## config.mk

```make
export PLATFORM = sky130hd
export DESIGN_NAME = mult4u_dmr_sched_flat
export DESIGN_NICKNAME = d
export VERILOG_FILES = /design/src/rtl/mult4u_dmr_sched_if.sv /design/src/rtl/mult4u_dmr_sched.sv /design/src/flat_wrapper.sv
export SDC_FILE = /design/constraint.sdc
export NUM_CORES = 1
export LEC_CHECK = 0
export BUFFER_PORTS_ARGS = -buffer_cell sky130_fd_sc_hd__buf_2
export CAP_MARGIN = 20
export CORE_AREA = 10 10 76 78
export DETAILED_ROUTE_END_ITERATION = 7
export DIE_AREA = 0 0 86 88
export GPL_ROUTABILITY_DRIVEN = 1
export GPL_TIMING_DRIVEN = 0
export PLACE_DENSITY = 0.8
export SLEW_MARGIN = 20
export SYNTH_ARGS = -nofsm -noshare
export SYNTH_HDL_FRONTEND = slang
export SYNTH_SLANG_ARGS = --single-unit
```

## constraint.sdc

```tcl
create_clock -name clk -period 4.9 [get_ports clk]
set_input_delay 0.98 -clock clk [delete_from_list [all_inputs] [get_ports clk]]
set_output_delay 0.98 -clock clk [all_outputs]
set_load 0.01 [all_outputs]
```

## src/rtl/mult4u_dmr_sched_if.sv

```systemverilog
// Request, response and multiplier signal bundle for mult4u_dmr_sched.
// master: requesters, response consumer and multiplier side; slave: the scheduler.
interface mult4u_dmr_sched_if #(
    parameter int CNT_W = 8
);
    logic [1:0]       req_valid;
    logic [3:0]       req_a0;
    logic [3:0]       req_b0;
    logic [3:0]       req_a1;
    logic [3:0]       req_b1;
    logic [1:0]       req_ready;
    logic [3:0]       mul_a;
    logic [3:0]       mul_b;
    logic [7:0]       mul_p;
    logic             resp_valid;
    logic             resp_ready;
    logic             resp_id;
    logic [7:0]       resp_p;
    logic             resp_err;
    logic [CNT_W-1:0] mis_cnt;

    modport master (
        output req_valid, req_a0, req_b0, req_a1, req_b1,
        input  req_ready,
        input  mul_a, mul_b,
        output mul_p,
        input  resp_valid,
        output resp_ready,
        input  resp_id, resp_p, resp_err, mis_cnt
    );

    modport slave (
        input  req_valid, req_a0, req_b0, req_a1, req_b1,
        output req_ready,
        output mul_a, mul_b,
        input  mul_p,
        output resp_valid,
        input  resp_ready,
        output resp_id, resp_p, resp_err, mis_cnt
    );
endinterface

```

## src/rtl/mult4u_dmr_sched.sv

```systemverilog
// Time-redundant scheduler sharing one 4x4 unsigned multiplier between two requesters.
// Optional macro MULT4U_SCHED_SWAP_EN: second run of each pair uses swapped operands.
module mult4u_dmr_sched #(
    parameter int MAX_RETRY = 2,
    parameter int CNT_W     = 8
) (
    input  logic              clk,
    input  logic              rst_n,
    mult4u_dmr_sched_if.slave bus
);
    typedef enum logic [1:0] {
        IDLE = 2'd0,
        RUN1 = 2'd1,
        RUN2 = 2'd2,
        RESP = 2'd3
    } state_t;

    localparam logic [1:0]       RETRY_LIM = 2'(MAX_RETRY);
    localparam logic [CNT_W-1:0] CNT_ONE   = CNT_W'(1);

    state_t           state_q, state_d;
    logic             rr_last_q, rr_last_d;
    logic             id_q, id_d;
    logic [3:0]       a_q, a_d;
    logic [3:0]       b_q, b_d;
    logic [3:0]       mul_a_q, mul_a_d;
    logic [3:0]       mul_b_q, mul_b_d;
    logic [7:0]       p1_q, p1_d;
    logic [7:0]       resp_p_q, resp_p_d;
    logic             resp_err_q, resp_err_d;
    logic [1:0]       retry_q, retry_d;
    logic [CNT_W-1:0] mis_cnt_q, mis_cnt_d;

    logic [1:0]       grant;
    logic             xfer;
    logic             gnt_id;
    logic             mismatch;
    logic             retry_ok;

    // rr_last_q remembers the last served requester; a tie goes to the other one.
    always_comb begin
        grant = 2'b00;
        if (rst_n && state_q == IDLE) begin
            case (bus.req_valid)
                2'b01:   grant = 2'b01;
                2'b10:   grant = 2'b10;
                2'b11:   grant = rr_last_q ? 2'b01 : 2'b10;
                default: grant = 2'b00;
            endcase
        end
    end

    assign xfer     = |grant;
    assign gnt_id   = grant[1];
    assign mismatch = (bus.mul_p != p1_q);
    assign retry_ok = (retry_q < RETRY_LIM);

    always_ff @(posedge clk or negedge rst_n) begin
        if (!rst_n) begin
            state_q <= IDLE;
        end else begin
            state_q <= state_d;
        end
    end

    always_comb begin
        state_d = state_q;
        case (state_q)
            IDLE: if (xfer) state_d = RUN1;
            RUN1: state_d = RUN2;
            RUN2: state_d = (mismatch && retry_ok) ? RUN1 : RESP;
            RESP: if (bus.resp_ready) state_d = IDLE;
            default: state_d = IDLE;
        endcase
    end

    always_comb begin
        rr_last_d  = rr_last_q;
        id_d       = id_q;
        a_d        = a_q;
        b_d        = b_q;
        mul_a_d    = mul_a_q;
        mul_b_d    = mul_b_q;
        p1_d       = p1_q;
        resp_p_d   = resp_p_q;
        resp_err_d = resp_err_q;
        retry_d    = retry_q;
        mis_cnt_d  = mis_cnt_q;
        case (state_q)
            IDLE: begin
                if (xfer) begin
                    rr_last_d = gnt_id;
                    id_d      = gnt_id;
                    a_d       = gnt_id ? bus.req_a1 : bus.req_a0;
                    b_d       = gnt_id ? bus.req_b1 : bus.req_b0;
                    mul_a_d   = gnt_id ? bus.req_a1 : bus.req_a0;
                    mul_b_d   = gnt_id ? bus.req_b1 : bus.req_b0;
                    retry_d   = 2'd0;
                end
            end
            RUN1: begin
                p1_d = bus.mul_p;
`ifdef MULT4U_SCHED_SWAP_EN
                mul_a_d = b_q;
                mul_b_d = a_q;
`else
                mul_a_d = a_q;
                mul_b_d = b_q;
`endif
            end
            RUN2: begin
                if (mismatch) begin
                    if (mis_cnt_q != '1) begin
                        mis_cnt_d = mis_cnt_q + CNT_ONE;
                    end
                    if (retry_ok) begin
                        retry_d = retry_q + 2'd1;
                        mul_a_d = a_q;
                        mul_b_d = b_q;
                    end else begin
                        resp_p_d   = p1_q;
                        resp_err_d = 1'b1;
                    end
                end else begin
                    resp_p_d   = p1_q;
                    resp_err_d = 1'b0;
                end
            end
            default: begin
            end
        endcase
    end

    always_ff @(posedge clk or negedge rst_n) begin
        if (!rst_n) begin
            rr_last_q  <= 1'b1;
            id_q       <= 1'b0;
            a_q        <= 4'd0;
            b_q        <= 4'd0;
            mul_a_q    <= 4'd0;
            mul_b_q    <= 4'd0;
            p1_q       <= 8'd0;
            resp_p_q   <= 8'd0;
            resp_err_q <= 1'b0;
            retry_q    <= 2'd0;
            mis_cnt_q  <= '0;
        end else begin
            rr_last_q  <= rr_last_d;
            id_q       <= id_d;
            a_q        <= a_d;
            b_q        <= b_d;
            mul_a_q    <= mul_a_d;
            mul_b_q    <= mul_b_d;
            p1_q       <= p1_d;
            resp_p_q   <= resp_p_d;
            resp_err_q <= resp_err_d;
            retry_q    <= retry_d;
            mis_cnt_q  <= mis_cnt_d;
        end
    end

    always_comb begin
        bus.req_ready  = grant;
        bus.resp_valid = (state_q == RESP);
        bus.resp_id    = id_q;
        bus.resp_p     = resp_p_q;
        bus.resp_err   = resp_err_q;
        bus.mul_a      = mul_a_q;
        bus.mul_b      = mul_b_q;
        bus.mis_cnt    = mis_cnt_q;
    end
endmodule

```

## src/flat_wrapper.sv

```systemverilog
// flat-port wrapper written by rule: the top's interface ports become plain ports
module mult4u_dmr_sched_flat 
#(
    parameter int MAX_RETRY = 2,
    parameter int CNT_W     = 8
)
  (clk, rst_n, bus_req_valid, bus_req_a0, bus_req_b0, bus_req_a1, bus_req_b1, bus_req_ready, bus_mul_a, bus_mul_b, bus_mul_p, bus_resp_valid, bus_resp_ready, bus_resp_id, bus_resp_p, bus_resp_err, bus_mis_cnt);
  mult4u_dmr_sched_if #(.CNT_W(CNT_W)) bus_i ();
  input  logic clk;
  input  logic rst_n;
  input wire logic [$bits(bus_i.req_valid)-1:0] bus_req_valid;
  input wire logic [$bits(bus_i.req_a0)-1:0] bus_req_a0;
  input wire logic [$bits(bus_i.req_b0)-1:0] bus_req_b0;
  input wire logic [$bits(bus_i.req_a1)-1:0] bus_req_a1;
  input wire logic [$bits(bus_i.req_b1)-1:0] bus_req_b1;
  output wire logic [$bits(bus_i.req_ready)-1:0] bus_req_ready;
  output wire logic [$bits(bus_i.mul_a)-1:0] bus_mul_a;
  output wire logic [$bits(bus_i.mul_b)-1:0] bus_mul_b;
  input wire logic [$bits(bus_i.mul_p)-1:0] bus_mul_p;
  output wire logic [$bits(bus_i.resp_valid)-1:0] bus_resp_valid;
  input wire logic [$bits(bus_i.resp_ready)-1:0] bus_resp_ready;
  output wire logic [$bits(bus_i.resp_id)-1:0] bus_resp_id;
  output wire logic [$bits(bus_i.resp_p)-1:0] bus_resp_p;
  output wire logic [$bits(bus_i.resp_err)-1:0] bus_resp_err;
  output wire logic [$bits(bus_i.mis_cnt)-1:0] bus_mis_cnt;
  assign bus_i.req_valid = bus_req_valid;
  assign bus_i.req_a0 = bus_req_a0;
  assign bus_i.req_b0 = bus_req_b0;
  assign bus_i.req_a1 = bus_req_a1;
  assign bus_i.req_b1 = bus_req_b1;
  assign bus_req_ready = bus_i.req_ready;
  assign bus_mul_a = bus_i.mul_a;
  assign bus_mul_b = bus_i.mul_b;
  assign bus_i.mul_p = bus_mul_p;
  assign bus_resp_valid = bus_i.resp_valid;
  assign bus_i.resp_ready = bus_resp_ready;
  assign bus_resp_id = bus_i.resp_id;
  assign bus_resp_p = bus_i.resp_p;
  assign bus_resp_err = bus_i.resp_err;
  assign bus_mis_cnt = bus_i.mis_cnt;
  mult4u_dmr_sched #(.MAX_RETRY(MAX_RETRY), .CNT_W(CNT_W)) u_core (.clk(clk), .rst_n(rst_n), .bus(bus_i));
endmodule
```

* Yosys cells after proc, flatten, opt, wreduce, memory -nomap -nowiden
Cells that the tools add are included.
Storage, ports and cells: flip-flop bits (word level) 47, bits of input ports 29
Cells by class: add/sub/neg operators 2, magnitude comparators 1, eq/ne operators 13, multiplexer cells 25, reductions and logical operators 12
Operator list (number):
- $mux W4 | 8
- $pmux W4 S3 | 2
- $mux W2 | 8
- $mux W8 | 2
- $add A8 B1 Y8 const B | 1
- $eq A2 B2 Y1 const B | 4
- $ne A2 B1 Y1 const B | 4
- $ne A8 B8 Y1 | 1
- $ne A8 B8 Y1 const B | 1
- $pmux W2 S4 | 1
- $reduce_and A4 Y1 | 2
- $pmux W2 S3 | 1
- $reduce_and A2 Y1 | 3
- $eq A2 B1 Y1 const B | 2
- $pmux W2 S2 | 1
- $reduce_and A3 Y1 | 1
- $reduce_bool A3 Y1 | 1
- $add A2 B1 Y2 const B | 1
- $logic_and A1 B1 Y1 | 2
- $logic_not A2 Y1 | 1
- $lt A2 B2 Y1 const B | 1
- $mux W1 | 2
- $ne A2 B2 Y1 const B | 1
- $reduce_bool A2 Y1 | 1
- $reduce_or A2 Y1 | 1

* Depth between registers and ports, before layout
Gate-level depths: netlist of the first run.
depth in word-level cells 6, mapped depth 9, mapped depth without buffers 7

* Worst setup path after synthesis of the first run
No wires, ideal clock.
path kind input to output, start point in bus_req_valid[0], end point out bus_req_ready[1], data arrival time 1417 ps, required time 3920 ps, slack 2503 ps, stages on the path 4, path buffers 1, cells stage by stage nand2_1 -> nand4_1 -> buf_2 -> inv_1
Between the ends: cells in the longest elaborated chain, start to end 3, elaborated cells between the ends (all ways) 5, those cells by class eq/ne: 3; mux: 2
RTL lines:
- from (decl) | RTL line flat_wrapper.sv:11 | input wire logic [$bits(bus_i.req_valid)-1:0] bus_req_valid;
- $eq A2 B2 Y1 / $eq A2 B1 Y1 (equally long branches) | RTL line mult4u_dmr_sched.sv:44 | case (bus.req_valid)
- $pmux W2 S3 * | RTL line mult4u_dmr_sched.sv:44
- $mux W2 * | RTL line mult4u_dmr_sched.sv:43 | if (rst_n && state_q == IDLE) begin
- to (decl) | RTL line flat_wrapper.sv:16 | output wire logic [$bits(bus_i.req_ready)-1:0] bus_req_ready;
Every way passes the cells marked *; elsewhere a longest branch is shown, timed or not.

* Worst setup path in the final report of the first run
start point in rst_n, end point out bus_req_ready[1]
Between the ends: cells in the longest elaborated chain, start to end 2
RTL lines:
- from (decl) | RTL line flat_wrapper.sv:10 | input logic rst_n;
- $logic_and A1 B1 Y1 | RTL line mult4u_dmr_sched.sv:43
- $mux W2 | RTL line mult4u_dmr_sched.sv:43
No other way between the ends.

==> impl_results.md, run 1 <==
- Final Hold Viols: 0
- FP Rows: 24
- Number of synthesized flops with an enable pin: 0
- Routed wire per std cell: between 15 and 20 µm
- Post-CTS setup buffers: 0
- Outcome: finished clean
- Synth area leaders: dfrtp_1 51%, mux2_2 11%, o21ai_0 4.2%, mux2i_1 4.0%, nand2_1 3.8%
- Seq/Total Area, Yosys: between 50% and 60%
- Post-synthesis cell count: 194
- Final ANT Viol Nets: 0
- WL final: around 4.8 mm
- Post-synth top area share: 50.9%
- Vias in the first global route: between 1500 and 2000
- Area of the core: 4290 µm²
- Latest clock arrival within the worst-skew pair: 0.29 ns
- Post_cts resized: 0
- Pwr Total: about 1.8 mW
- CTS sink cnt: 47
- Pin count of the biggest net entering global routing: 53
- Post-DP HPWL: between 3 and 4 mm
- MaxCap Viol Count: 0
- RSZ-0062 raised after global routing: false
- # fillers: roughly 360
- Met3 routed WL: 261 µm
- Crit path required time: 3.92 ns
- Num CTS Buffers: 5
- Crit Path Max Fanout: 52
- Int Pwr: about 1.1 mW
- Maximum root-to-sink buffer count: 2
- Met1 Wirelength: 2.17 mm
- Htree depth: 2
- GRT Residual Overflow: 0
- Worst Tran Pin Value: 0.637 ns
- Root Buffer: clkbuf_8
- Register bit count reported by yosys: 47
- Ys flop type: dfrtp_1
- Die Span Y: between 80 and 90 µm
- DRC: 0
- Sequential share of power: between 30% and 40%
- WP data arrival: roughly 2.1 ns
- Via Count: approximately 1600
- Drt pass-1 iters: 4
- Inserted Diodes: 0
- Hold slack: 0.479 ns
- CP Capture Type: output pin
- Skew final: approximately 0.0037 ns
- Initial antenna violation count: 0
- Leak: 1.34 nW
- TNS Setup: 0 ns
- Clk pwr share: between 10 and 15%
- Final setup vio count: 0
- Global placement routability congestion: 0.756
- Final Slew Violations: 0
- Worst setup SP type: primary input
- Worst Path Class, Setup: primary input to output pin
- Met2 WL post-DR: 2.26 mm
- Avg Inst Size Synth: about 12 µm²
- First-pass GRT wire length: about 8.2 mm
- Vias per cell: around 5.3
- Syn. warnings: 0
- Drt first-iter violations: between 70 and 80
- Die Footprint: about 7600 µm²
- Ratio of cells with drive above 1 in the final layout: 39.0%
- Share of total power in combinational logic: between 40% and 50%
- Rel. slew slack: between 50% and 60%
- Final Critical Period: approximately 3.1 ns
- Max rail drop VDD: 0.000337 V
- HP Class: flip-flop to flip-flop
- Post-layout net count: between 200 and 300
- DR top layer: met4
- Synthesized area: between 2000 and 2500 µm²
- Synth Net Count: 228
- Sw power: 0.688 mW
- Tcrit/Tclk final: between 60% and 70%
- Cell Pwr Density: roughly 670 nW/µm²
- Die X-Extent: around 86 µm
- Starting Density: 52.7%
- Post-synth top area cell: dfrtp_1
- Fmax: roughly 320 MHz
- Synth unique cells: 37
- Switch share: a little under two fifths
- Area Overhead vs Synth: 20.0%
- CTS clk-pin slew, worst paths: around 0.080 ns
- CTS tree: built
- GRT Util Overall: between 10% and 20%
- Hold buffer count at CTS: 0
- PortBufs: 57
- Number of I/O pins: 58
- Async SR Flop Fraction: 100%
==> cells in the mapped netlist, types with 3 or more instances <==
library cell  number
dfrtp_1           46
a21oi_1            7
mux2_2            23
nor2_1             3
nand2_1           23
o21ai_0           19
inv_1              6
xnor2_1            9
xor2_1             6
nand3_1            3
mux2i_1            9
buf_2              5
ha_1               5
==> per-layer routing <==
layer  vias to the layer above  global-route usage, %
met5                         -                      0
met4                         0                   4.49
met3                         4                   3.90
met2                        48                   22.2
met1                       790                   15.9
li1                        802                      -
==> cell usage in the layout (no fill, tap or decap), drive strengths merged, types with 2 or more instances in the layout <==
| master | netlist | final |
|---|---|---|
| buf | 6 | 63 |
| dfrtp | 46 | 46 |
| mux2 | 25 | 25 |
| nand2 | 24 | 24 |
| o21ai | 19 | 19 |
| clkbuf | 2 | 10 |
| xnor2 | 9 | 9 |
| mux2i | 9 | 9 |
| a21oi | 7 | 7 |
| inv | 6 | 6 |
| xor2 | 6 | 6 |
| ha | 5 | 5 |
| nor2 | 4 | 4 |
| nand4 | 4 | 4 |
| nand3 | 3 | 3 |
| nor3b | 2 | 2 |
| a31oi | 2 | 2 |
==> power groups by stage <==
stage,registers [mW],clock network [mW],logic [mW]
2_1_floorplan,0.750,0,0.578
3_3_place_gp,0.712,0,0.846
3_5_place_dp,0.723,0,0.874
4_1_cts,0.717,0.258,0.876
5_1_grt,0.743,0.272,0.964
6_report,0.716,0.253,0.855
==> state kept, by name, summed over array words and instances (netlist names) <==
register and count:
u_core.b_q 4, u_core.retry_q 2, u_core.bus.mis_cnt 8, u_core.state_q 2
u_core.bus.resp_p 8, u_core.bus.mul_a 4, u_core.bus.mul_b 4, u_core.rr_last_q 1
u_core.a_q 4, u_core.bus.resp_err 1, u_core.p1_q 8, u_core.bus.resp_id 1
==> critical path: stages <==
cell	delay (ns)
buf_4	0.50
nand4_1	0.16
buf_2	0.26
inv_1	0.08
buf_2	0.12
==> cell type report <==
class	count	area, µm²	area share (%)
Clock buffer	8	100	3.68
Tap cell	52	65.1	2.40
Inverter	6	22.5	0.829
Timing Repair Buffer	57	288	10.6
Sequential cell	47	1180	43.3
Multi-Input combinational cell	133	1030	37.8
Buffer	8	36.3	1.34
==> stage by stage <==
step | utilization (%) | cells | area [µm²] | setup slack [ns]
2_1_floorplan | - | 194 | 2260 | 2.50
3_3_place_gp | 60.9 | 303 | 2610 | 1.42
3_5_place_dp | 60.9 | 303 | 2610 | 1.39
4_1_cts | 63.2 | 311 | 2710 | 1.37
5_1_grt | 63.3 | 311 | 2720 | 1.62
6_report | 63.3 | 311 | 2720 | 1.79
==> path summary, 6_finish.rpt <==
path | slack (ns) | to | from | cells after the start
hold reg to reg | 0.48 | u_core.bus.mis_cnt[6]$_DFFE_PN0P_ | u_core.bus.mis_cnt[6]$_DFFE_PN0P_ | 1
hold / removal | 0.48 | u_core.bus.mis_cnt[6]$_DFFE_PN0P_ | u_core.bus.mis_cnt[6]$_DFFE_PN0P_ | 1
setup / recovery | 1.79 | bus_req_ready[1] | rst_n | 5
setup reg to reg | 2.85 | u_core.bus.mul_a[3]$_DFFE_PN0P_ | u_core.state_q[1]$_DFFE_PN0P_ | 6
max in group asynchronous | 3.77 | u_core.bus.resp_id$_DFFE_PN0P_ | rst_n | 1
min in group asynchronous | 0.70 | u_core.bus.resp_p[6]$_DFFE_PN0P_ | rst_n | 1
==> logic make-up (layout without fill, tap and decap cells) <==
family / count (synthesis) / count (layout) / share of synthesized area, %
simple gates: 45 / 45 / 10.4
mux: 34 / 34 / 16.7
compound gates: 34 / 34 / 9.62
xor+xnor: 15 / 15 / 5.80
buf+inv: 14 / 79 / 2.60
fa+ha+maj: 5 / 5 / 2.76
flops: 47 / 47 / 52.0
No activity file was read; power rests on OpenSTA's default activity.
==> inputs of run 2 (changes only) <==
--- a/config.mk
+++ b/config.mk
@@ -7,12 +7,12 @@
 export LEC_CHECK = 0
 export BUFFER_PORTS_ARGS = -buffer_cell sky130_fd_sc_hd__buf_2
 export CAP_MARGIN = 20
-export CORE_AREA = 10 10 76 78
+export CORE_AREA = 10 10 77 79
 export DETAILED_ROUTE_END_ITERATION = 7
-export DIE_AREA = 0 0 86 88
+export DIE_AREA = 0 0 87 89
 export GPL_ROUTABILITY_DRIVEN = 1
 export GPL_TIMING_DRIVEN = 0
-export PLACE_DENSITY = 0.8
+export PLACE_DENSITY = 0.77
 export SLEW_MARGIN = 20
 export SYNTH_ARGS = -nofsm -noshare
 export SYNTH_HDL_FRONTEND = slang
==> constraint.sdc (replaced) <==
create_clock -name clk -period 3.04 [get_ports clk]
set_input_delay 0.608 -clock clk [delete_from_list [all_inputs] [get_ports clk]]
set_output_delay 0.608 -clock clk [all_outputs]
set_load 0.01 [all_outputs]
==> impl_results.md, run 2 (synthesized netlist as in run 1, its figures left out) <==
- FF-to-FF Start: u_core.state_q[1]$_DFFE_PN0P_
- Initial antenna violation count: 0
- CTS clk-pin slew, worst paths: approximately 0.090 ns
- Die Span Y: just under 90 µm
- CTS tree: built
- Post-CTS setup buffers: 0
- Share of total power in combinational logic: between 40% and 50%
- First-pass GRT wire length: around 7.5 mm
- Final Critical Period: between 2 and 2.5 ns
- Htree depth: 2
- Worst Path Class, Setup: primary input to output pin
- Switch share: 37.9%
- Number of I/O pins: a little under 60
- Most frequent cells in the layout: 61 x buf_2, 46 x dfrtp_1, 23 x nand2_1, 23 x mux2_2, 19 x o21ai_0
- R2r endpoint: u_core.bus.mul_b[2]$_DFFE_PN0P_
- Crit path cell chain: buf_4 > nand4_1 > buf_2 > inv_1 > buf_2
- Worst setup SP type: primary input
- Drt first-iter violations: 91
- HP Class: primary input to async pin
- Final ANT Viol Nets: 0
- Final Slew Violations: 0
- Most common cell after layout, fill and taps aside: buf_2
- Top delay family on crit path: buffers and inverters
- MaxCap Viol Count: 0
- CP peak stage delay: between 0.4 and 0.5 ns
- Die X-Extent: 87 µm
- Flop-to-flop setup slack: 0.97 ns
- Leak: roughly 1.3 nW
- Post_cts resized: 0
- Latest clock arrival within the worst-skew pair: ~0.3 ns
- Final worst slack: slightly above 0.7 ns
- Drt pass-1 iters: 4
- WL final: approximately 4.5 mm
- Routed wire per std cell: approximately 14 µm
- Vias in the first global route: 1706
- Rel. slew slack: approximately 59%
- FP Rows: 25
- Num CTS Buffers: 5
- PortBufs: 57
- Place WS: between 0.15 and 0.2 ns
- Crit Path Max Fanout: 52
- TNS Setup: 0 ns
- GRT Residual Overflow: 0
- Area Overhead vs Synth: 19.9%
- Root Buffer: clkbuf_8
- CTS sink cnt: between 40 and 50
- Hold buffer count at CTS: 0
- Pin count of the biggest net entering global routing: 53
- Final Hold Viols: 0
- Global placement routability congestion: ~0.74
- # fillers: between 300 and 400
- WP data arrival: approximately 1.7 ns
- Int Pwr: around 1.8 mW
- CP bufs+invs: 4
- RSZ-0062 raised after global routing: false
- Clk pwr share: 13.6%
- Crit path required time: between 2 and 2.5 ns
- CP dominant cell by count: buf_2
- DRC: 0
- Via Count: 1604
- Area of the core: ~4500 µm²
- CP Capture Type: output pin
- Max rail drop VDD: roughly 0.00052 V
- Sequential share of power: between 30% and 40%
- Worst Tran Pin Value: 0.616 ns
- FF-to-FF path depth: 6
- Starting Density: about 50%
- Sw power: about 1.1 mW
- Maximum root-to-sink buffer count: 2
- Design area: 2710 µm²
- Inserted Diodes: 0
- Post-layout net count: between 200 and 300
- Final setup vio count: 0
- Ratio of cells with drive above 1 in the final layout: 39.0%
- Post-DP HPWL: around 3.3 mm
- Vias per cell: just over 5
- Critical path's slowest cell: buf_4
- GRT Util Overall: about an eighth
- Fmax: 431 MHz
- Dpl cells: around 310
- Post-DP Area: 2620 µm²
- Tcrit/Tclk final: between 70 and 80%
- Non-Filler Instances: around 310
- Die Footprint: around 7700 µm²
- Outcome: finished clean
- Skew final: slightly above 0.01 ns
- Fin util: 59.8%
- Cell Pwr Density: approximately 1100 nW/µm²
## run 2: changes by cell type in the layout (fill, tap and decap cells not counted)
cell,delta
clkbuf_8,-1
clkinv_4,+1
## run 2: layout make-up
cell class,count,area (µm²),area share [%]
repair buffers,57,288,10.6
multi-input cells,133,1030,37.9
plain buffers,8,36.3,1.34
well taps,54,67.6,2.49
clock inverters,1,8.76,0.323
inverters,6,22.5,0.830
flip-flops and latches,47,1180,43.4
clock buffers,7,86.3,3.18
## run 2: metal layers
layer / share of wire (%) / GRT usage [%] / vias up
met5: 0 / 0 / -
met4: 1.9 / 5.30 / 0
met3: 8.2 / 4.56 / 8
met2: 45 / 19.1 / 52
met1: 45 / 14.3 / 741
li1: - / - / 803
## run 2: metrics by stage
stage	power (mW)	hold slack (ns)
finish	2.91	0.320
global route	3.18	0.357
CTS	2.96	0.491
detailed placement	2.55	0.471
global placement	2.51	0.460
floorplan	2.14	0.312
## run 2: power groups by stage
stage | Clock, mW | Combinational (mW) | Sequential [mW]
6_report | 0.396 | 1.37 | 1.15
2_1_floorplan | 0 | 0.931 | 1.21
5_1_grt | 0.437 | 1.54 | 1.20
3_5_place_dp | 0 | 1.39 | 1.17
4_1_cts | 0.409 | 1.40 | 1.15
3_3_place_gp | 0 | 1.36 | 1.15
## run 2: how the worst max path moves through the flow
stage	startpoint	endpoint	cells after the start
6_report	rst_n	bus_req_ready[1]	5
5_1_grt	rst_n	bus_req_ready[1]	5
4_1_cts	rst_n	bus_req_ready[1]	5
3_5_place_dp	rst_n	u_core.bus.mul_b[2]$_DFFE_PN0P_	4
3_3_place_gp	rst_n	u_core.bus.mul_b[1]$_DFFE_PN0P_	4
2_1_floorplan	bus_mul_p[2]	u_core.bus.mis_cnt[1]$_DFFE_PN0P_	5
==> inputs of run 3 (changes only) <==
--- a/config.mk
+++ b/config.mk
@@ -5,14 +5,15 @@
 export SDC_FILE = /design/constraint.sdc
 export NUM_CORES = 1
 export LEC_CHECK = 0
+export ABC_AREA = 1
 export BUFFER_PORTS_ARGS = -buffer_cell sky130_fd_sc_hd__buf_2
 export CAP_MARGIN = 20
-export CORE_AREA = 10 10 77 79
+export CORE_AREA = 10 10 80 82
 export DETAILED_ROUTE_END_ITERATION = 7
-export DIE_AREA = 0 0 87 89
+export DIE_AREA = 0 0 90 92
 export GPL_ROUTABILITY_DRIVEN = 1
 export GPL_TIMING_DRIVEN = 0
-export PLACE_DENSITY = 0.77
+export PLACE_DENSITY = 0.79
 export SLEW_MARGIN = 20
 export SYNTH_ARGS = -nofsm -noshare
 export SYNTH_HDL_FRONTEND = slang
==> constraint.sdc (replaced) <==
create_clock -name clk -period 2.4 [get_ports clk]
set_input_delay 0.48 -clock clk [delete_from_list [all_inputs] [get_ports clk]]
set_output_delay 0.48 -clock clk [all_outputs]
set_load 0.01 [all_outputs]
==> impl_results.md, run 3 <==
- Synth unique cells: 26
- Post-DP HPWL: approximately 4.3 mm
- Outcome: finished clean
- Drt pass-1 iters: 4
- Final Hold Viols: 0
- Main combinational cell family by area after synthesis: simple AND/OR/NAND/NOR gates
- Initial antenna violation count: 0
- Most frequent cells in the layout: 121 x nand2_1, 56 x buf_2, 46 x dfrtp_1
- Synth Area in Adders: 2.44%
- Post-synth top area cell: dfrtp_1
- GRT Residual Overflow: 0
- Post-layout net count: approximately 420
- Die X-Extent: roughly 90 µm
- Area of the core: around 4900 µm²
- Avg Inst Size Synth: roughly 8 µm²
- Final setup vio count: 0
- Maximum root-to-sink buffer count: 2
- Vias in the first global route: ~2300
- CTS clk-pin slew, worst paths: roughly 0.090 ns
- Worst Tran Pin Value: 0.459 ns
- RSZ-0062 raised after global routing: false
- TNS Setup: 0 ns
- Number of synthesized flops with an enable pin: 0
- Multiplexer share of the synthesized area: 1.32%
- Rel. slew slack: between 60% and 70%
- HP Class: primary input to async pin
- Register bit count reported by yosys: 47
- Synth area leaders: dfrtp_1 45%, nand2_1 18%, nand3_1 6.8%, inv_1 6.0%, xnor2_1 3.1%
- Syn. warnings: 0
- Pwr Total: between 3 and 4 mW
- Final Critical Period: ~2.3 ns
- PortBufs: 57
- Via Count: around 2200
- Async SR Flop Fraction: between 90% and 100%
- Synth Area in Simple Gates: between 30% and 40%
- WL final: between 5 and 6 mm
- Root Buffer: clkbuf_8
- Ratio of cells with drive above 1 in the final layout: approximately 25%
- Num CTS Buffers: 5
- Number of I/O pins: just under 60
- Worst Path Class, Setup: flip-flop to output pin
- Top cells by count, synth: 121 x nand2_1, 46 x dfrtp_1, 41 x inv_1, 35 x nand3_1, 15 x o21ai_0
- Flop-to-flop setup slack: 0.52 ns
- Crit path required time: about 1.9 ns
- Most common cell after layout, fill and taps aside: nand2_1
- Most numerous cell in the Yosys netlist: nand2_1
- Die Span Y: 92 µm
- Post-synth top area share: 44.9%
- Worst setup SP type: flip-flop
- First-pass GRT wire length: 9.86 mm
- Final ANT Viol Nets: 0
- Synthesized area: approximately 2600 µm²
- Post-synthesis cell count: 323
- Starting Density: between 50 and 60%
- Max rail drop VDD: 0.000572 V
- Drt first-iter violations: 95
- Area Overhead vs Synth: 19.4%
- Global placement routability congestion: around 0.78
- Seq/Total Area, Yosys: 45.9%
- Vias per cell: between 4 and 5
- CTS tree: built
- FP Rows: 26
- Skew final: ~0.0084 ns
- Synthesized-area fraction occupied by ao, oa, aoi and oai cells: around 3.9%
- Cell Pwr Density: 1180 nW/µm²
- Crit Path Max Fanout: 10
- Routed wire per std cell: 12.4 µm
- Hold buffer count at CTS: 0
- MaxCap Viol Count: 0
- DRC: 0
- Die Footprint: a little over 8000 µm²
- Fmax: roughly 440 MHz
- Leak: between 1.5 and 2 nW
- Synth Net Count: 357
- CP Capture Type: output pin
- Tcrit/Tclk final: 94.6%
- Htree depth: 2
- Latest clock arrival within the worst-skew pair: around 0.30 ns
- Post-Synth XOR/XNOR Area: roughly 3.4%
- Ys flop type: dfrtp_1
- Inserted Diodes: 0
- Final Slew Violations: 0
- WP data arrival: 1.79 ns
- Pin count of the biggest net entering global routing: just under 50
- GRT Util Overall: between 10% and 20%
- CTS sink cnt: between 40 and 50
[run 3: kinds of logic (layout without fill, tap and decap cells)]
kind of cell / after synthesis / count (layout)
multiplexers: 3 / 3
buffers and inverters: 50 / 117
flip-flops: 47 / 47
AO/OA/AOI/OAI: 18 / 18
adder cells (fa/ha/maj): 5 / 5
XOR/XNOR: 10 / 10
AND/OR/NAND/NOR: 190 / 190
[run 3: layer usage]
layer / vias to the layer above / wire, µm / GRT usage (%)
met5: - / 0 / 0
met4: 0 / 89 / 5.70
met3: 10 / 231 / 3.18
met2: 43 / 3060 / 26.4
met1: 1047 / 2340 / 14.9
li1: 1133 / - / -
[run 3: final timing paths]
check                                                from                                 to  cells past startpoint
max                         u_core.state_q[0]$_DFFE_PN0P_                   bus_req_ready[1]                      8
min                                                 rst_n  u_core.bus.mis_cnt[2]$_DFFE_PN0P_                      1
max reg2reg                 u_core.state_q[0]$_DFFE_PN0P_    u_core.bus.mul_a[1]$_DFFE_PN0P_                      8
min reg2reg                u_core.bus.resp_id$_DFFE_PN0P_     u_core.bus.resp_id$_DFFE_PN0P_                      2
max in group asynchronous                           rst_n       u_core.rr_last_q$_DFFE_PN1P_                      1
min in group clk                             bus_mul_p[4]         u_core.p1_q[4]$_DFFE_PN0N_                      3
[run 3: report_power, final]
| part | leakage [nW] | internal [mW] | switching, mW |
|---|---|---|---|
| logic | 1.13 | 0.685 | 1.04 |
| registers | 0.597 | 1.13 | 0.228 |
| clock network | 0.0505 | 0.262 | 0.269 |
| total | 1.78 | 2.08 | 1.54 |
[run 3: per-stage QoR]
step | cell area (µm²) | utilization (%) | cells | hold slack (ns) | setup slack, ns
after global routing | 3060 | 62.4 | 460 | 0.124 | 0.0120
final | 3060 | 62.4 | 460 | 0.0867 | 0.129
after detailed placement | 2940 | 59.8 | 450 | 0.454 | -0.299
after floorplan | 2560 | - | 323 | 0.184 | 0.671
after CTS | 3040 | 62.0 | 458 | 0.207 | 0.103
after global placement | 2940 | 59.8 | 450 | 0.450 | -0.270
[run 3: area by class of cell]
cell class	count	area [µm²]
Sequential cell	47	1180
Tap cell	70	87.6
Timing Repair Buffer	59	307
Clock inverter	1	7.51
Fill cell	442	1850
Buffer	8	81.3
Multi-Input combinational cell	226	1140
Inverter	42	163
Clock buffer	7	96.3
[run 3: what timing repair did]
item                                    4_1_cts  5_1_grt
endpoints found under the hold margin         0        0
buffers inserted                              0        2
gates resized for setup                       1        1
endpoints found under the setup margin        1        1
pin swaps                                     0        1
[run 3: worst max-delay path: stages, from the launching register on]
cell     delay [ns]
dfrtp_1        0.42
inv_1          0.11
ha_1           0.25
nand2_2        0.14
nor2_8         0.19
nand2_4        0.06
buf_6          0.15
inv_1          0.05
buf_2          0.12
